### src/rtl/fb_write_arbiter.sv
// Write-port owner for the 2bpp frame buffer: arbitrates two pixel writers and runs a full-frame clear.
// Optional FB_CLR_VALUE_EN adds a clr_value input latched when a clear starts.
module fb_write_arbiter #(
  parameter int ADDR_W = 19,
  parameter int DATA_W = 2,
  parameter int DEPTH  = 307200,
  parameter logic [DATA_W-1:0] CLEAR_VAL = '0
) (
  input  logic              clk,
  input  logic              rst,
  input  logic              a_req,
  input  logic [ADDR_W-1:0] a_addr,
  input  logic [DATA_W-1:0] a_data,
  output logic              a_gnt,
  input  logic              b_req,
  input  logic [ADDR_W-1:0] b_addr,
  input  logic [DATA_W-1:0] b_data,
  output logic              b_gnt,
  input  logic              clr_start,
`ifdef FB_CLR_VALUE_EN
  input  logic [DATA_W-1:0] clr_value,
`endif
  output logic              clr_busy,
  output logic              clr_done,
  output logic [7:0]        drop_cnt,
  output logic              fb_we,
  output logic [ADDR_W-1:0] fb_wr_addr,
  output logic [DATA_W-1:0] fb_wrt_data
);

  typedef enum logic [1:0] {S_IDLE, S_CLEAR, S_DONE} state_t;

  localparam logic [ADDR_W-1:0] LAST_ADDR = ADDR_W'(DEPTH - 1);
  localparam logic [ADDR_W:0]   DEPTH_EXT = (ADDR_W + 1)'(DEPTH);

  state_t            state_q, state_d;
  logic [ADDR_W-1:0] clr_cnt_q, clr_cnt_d;
  logic              last_b_q, last_b_d;
  logic [7:0]        drop_q, drop_d;
  logic              we_q, we_d;
  logic [ADDR_W-1:0] addr_q, addr_d;
  logic [DATA_W-1:0] data_q, data_d;
  logic [DATA_W-1:0] fill_val;
  logic              serve;
  logic [ADDR_W-1:0] sel_addr;
  logic [DATA_W-1:0] sel_data;

`ifdef FB_CLR_VALUE_EN
  logic [DATA_W-1:0] clr_val_q, clr_val_d;
  assign fill_val = clr_val_q;
`else
  assign fill_val = CLEAR_VAL;
`endif

  always_comb begin
    state_d   = state_q;
    clr_cnt_d = clr_cnt_q;
    last_b_d  = last_b_q;
    drop_d    = drop_q;
    we_d      = 1'b0;
    addr_d    = addr_q;
    data_d    = data_q;
    a_gnt     = 1'b0;
    b_gnt     = 1'b0;
    clr_busy  = 1'b0;
    clr_done  = 1'b0;
    serve     = 1'b0;
    sel_addr  = '0;
    sel_data  = '0;
`ifdef FB_CLR_VALUE_EN
    clr_val_d = clr_val_q;
`endif

    case (state_q)
      S_IDLE: begin
        // A clear request pre-empts any grant in the same cycle.
        if (clr_start) begin
          state_d   = S_CLEAR;
          clr_cnt_d = '0;
`ifdef FB_CLR_VALUE_EN
          clr_val_d = clr_value;
`endif
        end else begin
          serve = 1'b1;
        end
      end
      S_CLEAR: begin
        clr_busy = 1'b1;
        we_d     = 1'b1;
        addr_d   = clr_cnt_q;
        data_d   = fill_val;
        if (clr_cnt_q == LAST_ADDR) begin
          state_d   = S_DONE;
          clr_cnt_d = '0;
        end else begin
          clr_cnt_d = clr_cnt_q + ADDR_W'(1);
        end
      end
      S_DONE: begin
        clr_done = 1'b1;
        serve    = 1'b1;
        state_d  = S_IDLE;
      end
      default: state_d = S_IDLE;
    endcase

    if (serve) begin
      // On contention the requester that did not win last time goes first.
      if (a_req && (!b_req || last_b_q)) begin
        a_gnt = 1'b1;
      end else if (b_req) begin
        b_gnt = 1'b1;
      end
    end

    if (a_gnt || b_gnt) begin
      sel_addr = a_gnt ? a_addr : b_addr;
      sel_data = a_gnt ? a_data : b_data;
      last_b_d = b_gnt;
      if ({1'b0, sel_addr} < DEPTH_EXT) begin
        we_d   = 1'b1;
        addr_d = sel_addr;
        data_d = sel_data;
      end else if (drop_q != 8'hFF) begin
        drop_d = drop_q + 8'd1;
      end
    end
  end

  always_ff @(posedge clk) begin
    if (rst) begin
      state_q   <= S_IDLE;
      clr_cnt_q <= '0;
      last_b_q  <= 1'b1;
      drop_q    <= '0;
      we_q      <= 1'b0;
      addr_q    <= '0;
      data_q    <= '0;
`ifdef FB_CLR_VALUE_EN
      clr_val_q <= CLEAR_VAL;
`endif
    end else begin
      state_q   <= state_d;
      clr_cnt_q <= clr_cnt_d;
      last_b_q  <= last_b_d;
      drop_q    <= drop_d;
      we_q      <= we_d;
      addr_q    <= addr_d;
      data_q    <= data_d;
`ifdef FB_CLR_VALUE_EN
      clr_val_q <= clr_val_d;
`endif
    end
  end

  assign drop_cnt    = drop_q;
  assign fb_we       = we_q;
  assign fb_wr_addr  = addr_q;
  assign fb_wrt_data = data_q;

endmodule
### config.mk
export PLATFORM = sky130hd
export DESIGN_NAME = fb_write_arbiter
export DESIGN_NICKNAME = d
export VERILOG_FILES = /design/src/rtl/fb_write_arbiter.sv
export SDC_FILE = /design/constraint.sdc
export NUM_CORES = 1
export LEC_CHECK = 0
export BUFFER_PORTS_ARGS = -buffer_cell sky130_fd_sc_hd__buf_2
export CAP_MARGIN = 40
export CORE_ASPECT_RATIO = 2
export CORE_MARGIN = 10
export CORE_UTILIZATION = 25
export DETAILED_ROUTE_END_ITERATION = 8
export PLACE_DENSITY = 0.4
export SETUP_SLACK_MARGIN = 0.4
export SKIP_LAST_GASP = 1
export SLEW_MARGIN = 20
export SYNTH_ARGS = -nofsm -noshare
export SYNTH_HDL_FRONTEND = slang
export SYNTH_SLANG_ARGS = --single-unit
### constraint.sdc
create_clock -name clk -period 6.4 [get_ports clk]
set_input_delay 0.96 -clock clk [delete_from_list [all_inputs] [get_ports clk]]
set_output_delay 0.96 -clock clk [all_outputs]
set_load 0.02 [all_outputs]
==> impl_metrics.tcl <==
set metrics [dict create \
    worstPathRequired_ns 5.44 \
    yosys_register_bits 52 \
    synth_xor_area_share_pct 2.51 \
    die_x_microns 94.7 \
    setup_total_negative_slack_ns 0 \
    synth_flop_cell "sky130_fd_sc_hd__dfxtp_1" \
    synthMostInstantiatedCell "sky130_fd_sc_hd__dfxtp_1" \
    route.detailed.drc 0 \
    synthDistinctLibCells 49 \
    initial_core_util_pct 25.5 \
    grt_max_degree 39 \
    cts_root_buffer "sky130_fd_sc_hd__clkbuf_16" \
    synth.largest_area_cell "sky130_fd_sc_hd__dfxtp_1" \
    firstDrtPassIters 4 \
    half_perimeter_wire_length_after_detailed_placement_microns 7650 \
    num_antenna_cells 0 \
    synth_area_leaders "sky130_fd_sc_hd__dfxtp_1, sky130_fd_sc_hd__mux2i_1, sky130_fd_sc_hd__a211oi_1, sky130_fd_sc_hd__a221oi_1, sky130_fd_sc_hd__and2_1" \
    worstMarginPinSlew_ns 0.775 \
    row_count 54 \
    ir_drop_mv 0.0962 \
    clock_latency_ns 0.30 \
    grt_antenna_before_repair 0 \
    critical-path-max-stage-delay_ns 0.47 \
    cts_max_level 2 \
    routed-via-count 2751 \
    number_of_global_route_vias_before_repair 2750 \
    place.gp.congestion 0.765 \
    synthMuxAreaShare_pct 8.65 \
    timing.critical_path.to_type "primary output" \
    die_area_sq_um 16100 \
    hold_bufs_at_cts 0 \
    power.static_leakage_nw 1.46 \
    synth_simple_gate_area_share_pct 22.6 \
    slew_headroom_pct 48.3 \
    worst_r2r_endpoint "drop_cnt[5]" \
    cts_setup_buffers 0 \
    fin_util_pct 31.5 \
    die_height_microns 169 \
    post_drt_wl_per_cell_microns 19.2 \
    area_growth_pct 23.3 \
    status "finished, final reports clean" \
    slew_violations 0 \
    tritoncts_clock_tree "yes" \
    worst_case_reg_to_reg_path_depth 5 \
    rrSetupSlack_ns 3.85 \
    timing.final.crit_share_pct 50.3 \
    crit-reg2reg-launch "state_q[0]" \
    synth_area_sq_um 2790 \
    synth_top_family_by_area "compound AO/OA/AOI/OAI gates" \
    finClkSkew_ns 0.00547 \
    whs_path_depth 2 \
    layout-drive-gt1-share_pct 25.4 \
    synthesis.nets 369 \
    critical_path.endpoint "a_gnt" \
    area_inside_the_core_boundary_sq_um 10900 \
    post_synth.cell_area_avg_sq_um 8.73 \
    setup_viol 0 \
    powerDensity_nw_per_um2 214 \
    grt_usage_pct 12.7 \
    path_max_fanout 24 \
    worst_setup_path_startpoint "clr_start" \
    io_buffers 80 \
    clock.fmax_mhz 311 \
    worstHoldPathType "reg2reg" \
    rsz0062_at_grt "no" \
    ys_top_cells_by_count "sky130_fd_sc_hd__dfxtp_1, sky130_fd_sc_hd__mux2i_1, sky130_fd_sc_hd__a211oi_1, sky130_fd_sc_hd__nor2_1" \
    critPathArrivalTime_ns 2.26 \
    hold_viol 0 \
    cts_sinks 52 \
    timing.critical_path.slowest_stage_cell "sky130_fd_sc_hd__or4_1" \
    numCtsBuffers 5 \
    synthCells 320 \
    synthesis.yosys.warnings 0 \
    fraction_of_the_yosys_area_taken_by_sequential_cells_pct 37.3 \
    fin_worst_hold_slack_ns 0.488 \
    cts_resized 0 \
    critPathLaunchType "input port" \
    clk_transition_reported_paths_ns 0.07 \
    timing.setup.critical_path_class "in2out" \
    remaining_number_of_nets_flagged_by_the_antenna_check_after_routing 0 \
    fin_total_pwr_uw 737 \
    fin_nets 438 \
    most_used_cell_along_the_critical_path "sky130_fd_sc_hd__buf_2" \
    synth_top_area_share_pct 37.3 \
    grt_pass1_wl_microns 15800 \
    ys_async_sr_fraction_pct 0 \
    post-route-min-period_ns 3.22 \
    synth_enable_flop_cells 0 \
    drt-vias-per-instance 5.20 \
    compound_gate_fraction_of_synth_area_pct 23.6 \
    finalWirelength_microns 10100 \
    post_synth_fa_ha_maj_area_fraction_pct 0.896 \
    drt_initial_violations 126 \
    cell_by_cell_listing_of_the_critical_path "buf_2, nor2b_1, or4_1, buf_4, inv_1, buf_2" \
    design.portCount 81 \
    clk_path_buf_depth 2 \
    overflow 0 \
    maxCapViolCount 0 \
]
## critical path: cells and delay by family
kind          cells  cell delay, ns
simple gates      2            0.66
buf+inv           4            0.64
## metrics by stage
step | cell area, sq um | setup WS (ns) | instances
finish | 3440 | 3.18 | 529
global route | 3440 | 3.09 | 529
CTS | 3440 | 3.17 | 529
detailed placement | 3310 | 3.07 | 522
global placement | 3310 | 3.10 | 522
floorplan | 2790 | 3.26 | 320
## how the worst min path moves through the flow
stage	startpoint	to	slack [ns]
detailed placement	fb_wr_addr[18]	fb_wr_addr[18]	0.48
global route	fb_wrt_data[0]	fb_wrt_data[0]	0.52
floorplan	clr_cnt_q[18]	clr_cnt_q[18]	0.45
finish	fb_wr_addr[18]	fb_wr_addr[18]	0.49
CTS	fb_wr_addr[18]	fb_wr_addr[18]	0.49
global placement	fb_wr_addr[18]	fb_wr_addr[18]	0.47
## layout by cell type, fill, tap and decap left out, drive strengths merged, types with 3 or more instances in the layout
cell type	Yosys	layout
a211oi	22	22
a21oi	14	14
a221oi	18	18
a31oi	9	9
and2	18	18
and3	8	8
buf	7	85
clkbuf	16	6
dfxtp	52	52
inv	7	7
mux2i	23	23
nand2	18	18
nand2b	4	4
nand3	10	10
nand4	9	9
nor2	22	22
nor2b	3	3
nor3	5	5
nor4	7	7
o21ai	6	6
o31ai	3	3
or4	3	3
xnor2	7	7
## flip-flops by register name, summed over array words and instances (netlist names)
name	count
clr_cnt_q	19
fb_wr_addr	19
drop_cnt	8
fb_wrt_data	2
state_q	2
fb_we	1
last_b_q	1
## layout make-up
type                       count  area, sq um
clock buffer                   6          129
tap                          140          175
inverter                       7         26.3
timing repair buffer          85          438
clock inverter                 1         5.00
sequential                    52         1040
fill                        1220         7500
multi-input combinational    238         1630
## layer usage
layer / wire length (microns) / GRT usage [%] / vias up
li1: - / - / 1356
met1: 3670 / 13.2 / 1327
met2: 5840 / 24.1 / 60
met3: 455 / 2.57 / 8
met4: 187 / 4.32 / 0
met5: 0 / 0 / -
## cell families after synthesis
group	count (synthesis)
AND/OR/NAND/NOR	116
AO/OA/AOI/OAI	88
flip-flops	52
buffers and inverters	30
XOR/XNOR	8
adder cells (fa/ha/maj)	2
multiplexers	24
## where the power goes
| group | switching (mW) | internal (mW) | total [mW] |
|---|---|---|---|
| clock | 0.127 | 0.143 | 0.270 |
| combinational | 0.0762 | 0.0472 | 0.123 |
| sequential | 0.00877 | 0.335 | 0.344 |
No activity file was read; power rests on OpenSTA's default activity.
